===== src/rtl/cmd_decoder.sv =====
// cmd_decoder: parses PREFIX/ADDR/LEN/data/CRC frames, buffers and checks each one, and replays good frames to the addressed destination.
// PREFIX defaults to `PREFIX from defines.v. The optional inter-byte timeout is enabled by defining RX_TIMEOUT_EN.
`ifndef PREFIX
`define PREFIX 8'h7E
`endif

module cmd_decoder #(
  parameter int         N_DEST      = 39,
  parameter logic [7:0] PREFIX      = `PREFIX,
  parameter int         MAX_LEN     = 255,
  parameter int         TIMEOUT_CYC = 50000
) (
  input  logic              clk,
  input  logic              n_rst,
  input  logic [7:0]        rx_data,
  input  logic              rx_valid,
  output logic [7:0]        out_data,
  output logic              out_valid,
  input  logic              out_ready,
  output logic              out_last,
  output logic [7:0]        out_addr,
  output logic [N_DEST-1:0] out_sel_bus,
  output logic              busy,
  output logic              crc_err,
  output logic              addr_err,
  output logic              drop
);

  // state    | meaning
  // S_HUNT   | wait for PREFIX, ignore everything else
  // S_ADDR   | next byte is the destination address
  // S_LEN    | next byte is the payload length
  // S_DATA   | buffering payload bytes
  // S_CRC    | next byte is the checksum; decide deliver/discard
  // S_DELIVER| replay buffer to destination, rx bytes are dropped
  typedef enum logic [2:0] {
    S_HUNT, S_ADDR, S_LEN, S_DATA, S_CRC, S_DELIVER
  } state_t;

  localparam int         AW        = (MAX_LEN > 1) ? $clog2(MAX_LEN) : 1;
  localparam logic [8:0] N_DEST9   = 9'(N_DEST);
  localparam logic [8:0] MAX_LEN9  = 9'(MAX_LEN);

  state_t            r_state;
  logic [7:0]        r_addr;
  logic [7:0]        r_len;
  logic [7:0]        r_cnt;
  logic [7:0]        r_crc;
  logic              r_bad;
  logic              r_prime;
  logic [7:0]        r_rd_idx;
  logic [7:0]        r_ram_q;
  logic [7:0]        r_out_addr;
  logic              r_out_valid;
  logic              r_out_last;
  logic [N_DEST-1:0] r_sel;
  logic              r_busy;
  logic              r_crc_err;
  logic              r_addr_err;
  logic              r_drop;
  logic [7:0]        r_mem [0:MAX_LEN-1];

  logic              w_xfer;
  logic              w_wr_en;
  logic              w_rd_en;
  logic              w_timeout;
  logic [N_DEST-1:0] w_onehot;

  assign w_xfer   = r_out_valid && out_ready;
  assign w_wr_en  = (r_state == S_DATA) && rx_valid && ({1'b0, r_cnt} < MAX_LEN9);
  assign w_rd_en  = (r_state == S_DELIVER) && (r_prime || (w_xfer && !r_out_last));
  assign w_onehot = {{(N_DEST-1){1'b0}}, 1'b1} << r_out_addr;

`ifdef RX_TIMEOUT_EN
  localparam int GW = $clog2(TIMEOUT_CYC + 1);
  logic [GW-1:0] r_gap;
  logic          w_parse;

  assign w_parse   = (r_state == S_ADDR) || (r_state == S_LEN) ||
                     (r_state == S_DATA) || (r_state == S_CRC);
  assign w_timeout = w_parse && !rx_valid && (r_gap == GW'(1));

  // Down-counter reloads on every received byte; expiring while a frame is open aborts it.
  always_ff @(posedge clk or negedge n_rst) begin
    if (!n_rst) begin
      r_gap <= '0;
    end else if (rx_valid) begin
      r_gap <= GW'(TIMEOUT_CYC);
    end else if (r_gap != '0) begin
      r_gap <= r_gap - GW'(1);
    end
  end
`else
  logic w_unused_timeout;
  assign w_unused_timeout = (TIMEOUT_CYC > 0);
  assign w_timeout        = 1'b0;
`endif

  always_ff @(posedge clk) begin
    if (w_wr_en) begin
      r_mem[r_cnt[AW-1:0]] <= rx_data;
    end
  end

  always_ff @(posedge clk or negedge n_rst) begin
    if (!n_rst) begin
      r_ram_q <= 8'h00;
    end else if (w_rd_en) begin
      r_ram_q <= r_mem[r_rd_idx[AW-1:0]];
    end
  end

  always_ff @(posedge clk or negedge n_rst) begin
    if (!n_rst) begin
      r_state     <= S_HUNT;
      r_addr      <= 8'h00;
      r_len       <= 8'h00;
      r_cnt       <= 8'h00;
      r_crc       <= 8'h00;
      r_bad       <= 1'b0;
      r_prime     <= 1'b0;
      r_rd_idx    <= 8'h00;
      r_out_addr  <= 8'h00;
      r_out_valid <= 1'b0;
      r_out_last  <= 1'b0;
      r_sel       <= '0;
      r_busy      <= 1'b0;
      r_crc_err   <= 1'b0;
      r_addr_err  <= 1'b0;
      r_drop      <= 1'b0;
    end else begin
      r_crc_err  <= 1'b0;
      r_addr_err <= 1'b0;
      r_drop     <= 1'b0;
      case (r_state)
        S_HUNT: begin
          if (rx_valid && (rx_data == PREFIX)) begin
            r_bad   <= 1'b0;
            r_state <= S_ADDR;
          end
        end
        S_ADDR: begin
          if (rx_valid) begin
            r_addr  <= rx_data;
            r_crc   <= rx_data;
            r_bad   <= ({1'b0, rx_data} >= N_DEST9);
            r_state <= S_LEN;
          end
        end
        S_LEN: begin
          if (rx_valid) begin
            r_len <= rx_data;
            r_crc <= r_crc + rx_data;
            r_cnt <= 8'h00;
            if ({1'b0, rx_data} > MAX_LEN9) begin
              r_bad <= 1'b1;
            end
            r_state <= (rx_data == 8'h00) ? S_CRC : S_DATA;
          end
        end
        S_DATA: begin
          if (rx_valid) begin
            r_crc <= r_crc + rx_data;
            r_cnt <= r_cnt + 8'd1;
            if (r_cnt == r_len - 8'd1) begin
              r_state <= S_CRC;
            end
          end
        end
        S_CRC: begin
          if (rx_valid) begin
            r_state <= S_HUNT;
            if (r_bad) begin
              r_addr_err <= 1'b1;
            end else if (rx_data != r_crc) begin
              r_crc_err <= 1'b1;
            end else if (r_len != 8'h00) begin
              r_state    <= S_DELIVER;
              r_prime    <= 1'b1;
              r_rd_idx   <= 8'h00;
              r_busy     <= 1'b1;
              r_out_addr <= r_addr;
            end
          end
        end
        S_DELIVER: begin
          if (rx_valid) begin
            r_drop <= 1'b1;
          end
          // First cycle only launches the read of byte 0; valid follows with the data.
          if (r_prime) begin
            r_prime     <= 1'b0;
            r_out_valid <= 1'b1;
            r_sel       <= w_onehot;
            r_rd_idx    <= 8'd1;
            r_out_last  <= (r_len == 8'd1);
          end else if (w_xfer) begin
            if (r_out_last) begin
              r_out_valid <= 1'b0;
              r_out_last  <= 1'b0;
              r_sel       <= '0;
              r_busy      <= 1'b0;
              r_state     <= S_HUNT;
            end else begin
              r_rd_idx   <= r_rd_idx + 8'd1;
              r_out_last <= (r_rd_idx == r_len - 8'd1);
            end
          end
        end
        default: r_state <= S_HUNT;
      endcase
      if (w_timeout) begin
        r_state   <= S_HUNT;
        r_crc_err <= 1'b1;
      end
    end
  end

  assign out_data    = r_ram_q;
  assign out_valid   = r_out_valid;
  assign out_last    = r_out_last;
  assign out_addr    = r_out_addr;
  assign out_sel_bus = r_sel;
  assign busy        = r_busy;
  assign crc_err     = r_crc_err;
  assign addr_err    = r_addr_err;
  assign drop        = r_drop;

endmodule


===== config.mk =====
export PLATFORM = sky130hd
export DESIGN_NAME = cmd_decoder
export DESIGN_NICKNAME = d
export VERILOG_FILES = /design/src/rtl/cmd_decoder.sv
export SDC_FILE = /design/constraint.sdc
export NUM_CORES = 2
export LEC_CHECK = 0
export BUFFER_PORTS_ARGS = -buffer_cell sky130_fd_sc_hd__buf_4
export CORE_ASPECT_RATIO = 0.75
export CORE_MARGIN = 2
export CORE_UTILIZATION = 28
export CTS_BUF_LIST = sky130_fd_sc_hd__clkbuf_8
export DETAILED_ROUTE_END_ITERATION = 12
export PLACE_DENSITY = 0.41
export SETUP_SLACK_MARGIN = 0.4
export SKIP_LAST_GASP = 1
export SLEW_MARGIN = 25
export SYNTH_ARGS = -nofsm -noshare
export SYNTH_HDL_FRONTEND = slang
export SYNTH_SLANG_ARGS = --single-unit

===== constraint.sdc =====
create_clock -name clk -period 2.6 [get_ports clk]
set_input_delay 0.13 -clock clk [delete_from_list [all_inputs] [get_ports clk]]
set_output_delay 0.13 -clock clk [all_outputs]
set_load 0.01 [all_outputs]

# Word-level counts from Yosys, hierarchy flattened
# Memory sizes are Yosys's and may differ from the RTL's. A register that Yosys moved wholly into a read port is not among the register bits.
# Index checks and enable logic that the tools add are counted.
# word_totals
reg_bits	98
latch_bits	0
mem_bits_rw	2040
romBits	0
elab_cells	140
memories	1
# mem_list
name	depth	width	rd	rd_clocked_by_memory_dff	write_ports	line	rtl
r_mem	255	8	1	1	1	61	logic [7:0] r_mem [0:MAX_LEN-1];
# classes
n_addsub	4
mul	0
div	0
n_lt_le_gt_ge	2
eq_ne	25
n_shift	1
muxes	58
bitwise_logic	2
reduce_logical	31
# ops
operator	n
two-way mux 39 bit	3
two-way mux 8 bit	11
case mux 8 bit (2 select lines)	3
two-way mux 3 bit	13
<< shifter 1 x 8 -> 39 bit, first input constant	1
two-way mux 1 bit	24
!= test 2 bit, second input constant	11
case mux 3 bit (6 select lines)	1
adder 8 x 1 -> 8 bit, second input constant	2
equality test 8 bit	2
AND reduction 3 bit	4
nonzero test 2 bit	6
AND reduction 5 bit	2
AND reduction 9 bit	1
adder 8 bit	1
equality test 8 x 1 -> 1 bit, second input constant	1
equality test 8 x 7 -> 1 bit, second input constant	1
>= comparator 8 x 6 -> 1 bit, second input constant	1
logical NOT 8 bit	1
less-than comparator 8 bit, second input constant	1
!= test 8 bit	1
AND reduction 8 bit	1
nonzero test 8 bit	1
subtractor 8 x 1 -> 8 bit, second input constant	1
14 further kinds	29

# Depth between registers and ports, before layout
# depth
word_depth	6
ltp_mapped	13
ltp_nobuf	10

# Least setup slack after synthesis
# Ideal clock, no wire load.
# synth_timing
path_type	register -> register
from	register r_state[1]
to	memory r_mem[167][0] (enable)
setup_time_ns	0.398
t_arrival_ns	2.225
t_required_ns	2.202
setup_slack_ns	-0.023
path_stages_with_launch	6
path_buffers	0
synth_period_minus_slack_ns	2.623
path_cell_list	dfrtp_1 nor2b_1 and3_1 nand2_1 or2_2 nor4b_1
# synth_via
elab_chain_cells	5
# synth_rtl
item	line	rtl
start, declared	44	state_t r_state;
start signal, assigned	158	r_state <= (rx_data == 8'h00) ? S_CRC : S_DATA;
equality test 3 x 2 -> 1 bit	70	assign w_wr_en = (r_state == S_DATA) && rx_valid && ({1'b0, r_cnt} < MAX_LEN9);
logical AND 1 bit (2 in a row)	70	
two-way mux 1 bit	100	if (w_wr_en) begin
two-way mux 1 bit (not written as such)	101	r_mem[r_cnt[AW-1:0]] <= rx_data;
end, declared	61	
# Every way passes these cells.

==> reports/metrics.csv <==
metric;value;unit
result of the run;finished, violations left;
utilization after layout;35.4;%
most area-hungry cell type in the Yosys netlist;edfxtp_1;
portion of total power attributed to the clock network;31.4;%
transition time at the pin with the least slew margin;1.18;ns
Post-Syn Area per Cell;20.7;sq um
vias in the first global route;46525;
grt ovf;0;
final instance count without filler cells;9421;
core area;299000;sq um
number of sinks on the clock net;2146;
mapped cell area;84100;sq um
Switch Pwr;24.4;mW
Combinational Power Share;23.2;%
DIE WIDTH;637;microns
most frequent cells in the layout;edfxtp_1 (2040), buf_4 (718), mux4_2 (519);
power density over the cells;811;nW/um^2
data required time of the worst path;3.49;ns
routed wire length;271;mm
placer's final routability congestion estimate;0.832;
count of antenna-violating nets left after detailed routing;0;
share of synthesized area occupied by flip-flops and latches;76.0;%
fraction of layout instances using a drive strength above 1;42.1;%
antenna violations before repair;21;
global-route wire length before repair;375;mm
number of synthesized register bits;2146;
Vert. Die Dim;478;microns
DRC violations left;0;
WL per Instance;28.7;microns
pin count of the biggest net entering global routing;173;
clock skew after layout;0.0842;ns
via count;45798;
number of max-cap violations;0;
RSZ-0062 raised after global routing;true;
Placement Cell Area;95900;sq um
Avg Vias per Cell;4.86;
class of the most critical hold timing path;input port to flop;
FFs w/ async S/R, synth;4.94;%
initial cell density of the core;28.1;%
layout overhead on the synthesized area;26.0;%
Max IR drop VDD;0.000599;V
Yosys Warn Count;0;
category of the most critical setup path;flop to flop;
internal power;61.6;mW
Critical Path Start Type;flop;
number of max-slew violations in the final report;0;
failing checks;negative setup slack;
CTS tree;built;
drt first-iter violations;4698;
maximum achievable frequency;307;MHz
H-Tree Level Count;5;
standard-cell rows;174;
total power;85.9;mW
most common cell after layout, fill and taps aside;edfxtp_1;
GRT Resource Usage Total;17.4;%
ranking of synthesized cells by area;edfxtp_1 (73%), mux4_2 (14%), dfrtp_1 (3.2%);
Final Cycle Share;125;%
commonest register cell after synthesis;edfxtp_1;
TritonCTS Buffers;348;
endpoint type of the worst setup path;flop;
top fanout value on the critical path;8;
estimated wirelength of the detail-placed design;173;mm
switching power as a share of total power;28.3;%
Mapped Cells;4068;
final-report hold violation count;0;
Clk pin slew, worst setup/hold paths;0.06;ns
deepest clock path buffer count;4;
count of pins on the block boundary;73;
total die area;305000;sq um
top-area cell type share of the netlist area;72.9;%
cell at the root of the clock tree;clkbuf_8;
post-layout min period;3.26;ns
Port Buffers;72;
clock latency of the later-clocked register in the worst-skew pair;1.02;ns
cell leakage power;34.7;nW
setup violation total in the final timing report;8;
iteration count of the initial detailed-routing pass;5;
total nets after synthesis;4096;
data arrival time of the critical path;4.15;ns
part of the total power dissipated in sequential elements;45.4;%
number of distinct standard cells referenced by the synthesized netlist;75;
placed instance count;8686;
post-route worst setup slack;-0.659;ns
worst rel slew slack;21.5;%
cell area after layout;106000;sq um
number of enable flip-flop cells after synthesis;2040;
# nets final;5224;
per-layer routing:
metal | routed length (microns) | vias to the layer above | part of all wire, % | global-route usage [%]
li1 | - | 19231 | - | -
met1 | 134000 | 24706 | 49 | 27.7
met2 | 114000 | 1492 | 42 | 24.4
met3 | 17400 | 369 | 6.4 | 3.01
met4 | 5830 | 0 | 2.2 | 4.10
met5 | 0 | - | 0 | 0
layout make-up:
| class | instances | area, sq um |
|---|---|---|
| clock buffer | 360 | 4950 |
| fill | 28195 | 193000 |
| inverter | 13 | 48.8 |
| antenna | 5 | 12.5 |
| multi-input combinational | 1670 | 20700 |
| timing repair buffer | 1017 | 10200 |
| tap | 3960 | 4950 |
| sequential | 2146 | 63900 |
| clock inverter | 250 | 1160 |
power groups by stage:
stage	sequential [mW]	combinational (mW)	clock [mW]
after floorplan	39.6	10.7	0
after global placement	39.7	17.5	0
after detailed placement	39.7	17.5	0
after CTS	39.0	19.4	27.9
after global routing	39.1	21.1	29.4
final	39.0	19.9	27.0
stage by stage:
| stage | setup TNS, ns | hold slack, ns | setup slack, ns |
|---|---|---|---|
| 3_3_place_gp | -7.43 | 0.135 | -1.09 |
| 3_5_place_dp | -7.28 | 0.142 | -1.05 |
| 2_1_floorplan | 0 | -0.166 | 0.173 |
| 5_1_grt | -5.23 | 0.0981 | -0.689 |
| 4_1_cts | -4.70 | 0.0372 | -0.619 |
| 6_report | -4.76 | 0.150 | -0.659 |
cells in the mapped netlist (all sizes together), types with 17 or more instances:
| library cell | instances |
|---|---|
| a221oi | 38 |
| clkbuf | 117 |
| nand3 | 30 |
| edfxtp | 2040 |
| mux2i | 50 |
| nor3 | 25 |
| o22ai | 36 |
| nor2 | 310 |
| xnor2 | 17 |
| a211oi | 17 |
| nand2 | 122 |
| a22o | 58 |
| a21oi | 53 |
| buf | 123 |
| o21ai | 73 |
| a22oi | 62 |
| nor2b | 25 |
| mux4 | 519 |
| mux2 | 46 |
| dfrtp | 106 |
logic make-up (layout without fill, tap and decap cells):
kind of cell | count (synthesis) | after routing | synth area share (%)
muxes | 615 | 615 | 15.1
adders and majority gates | 16 | 16 | 0.247
and+or+nand+nor | 602 | 603 | 3.20
DFF | 2146 | 2146 | 76.0
AOI/OAI and AO/OA | 409 | 409 | 3.45
xor gates and xnor gates | 27 | 27 | 0.363
buffers and inverters | 253 | 1640 | 1.59
other | 0 | 5 | 0
critical path, stage by stage (launching register included):
cell      delay [ns]
dfrtp_4         0.51
buf_16          0.18
buf_16          0.17
buf_16          0.19
buf_6           0.12
buf_6           0.11
mux4_2          0.49
mux4_2          0.54
mux2i_1         0.15
buf_4           0.17
o211ai_1        0.13
o32a_1          0.36
what timing repair did:
item,CTS,global route
gates resized for setup,283,323
endpoints found under the setup margin,2074,1754
hold buffers,15,0
gates cloned,13,4
hold endpoints to repair,638,0
setup buffers,61,26
pin swaps,44,58
final timing paths:
kind | from | endpoint | slack (ns) | cells after the start
max in group asynchronous | n_rst | out_data[0] | 1.80 | 5
worst max-delay path | r_rd_idx[0] | out_data[1] | -0.66 | 11
worst min register to register | out_sel_bus[1] | out_sel_bus[1] | 0.48 | 2
worst max register to register | r_rd_idx[0] | out_data[1] | -0.66 | 11
worst min-delay path | rx_valid | r_state[2] | 0.15 | 4
min in group asynchronous | n_rst | r_crc[0] | 0.24 | 4
registers in the layout, summed over array words and instances, names as in the netlist, 3 cells and up:
signal and flops:
r_len 8, out_sel_bus 39, r_addr 8, r_mem 2040, out_data 8, out_addr 8
r_cnt 8, r_state 3, r_rd_idx 8, r_crc 8
Power figures use the tool's default switching activity.
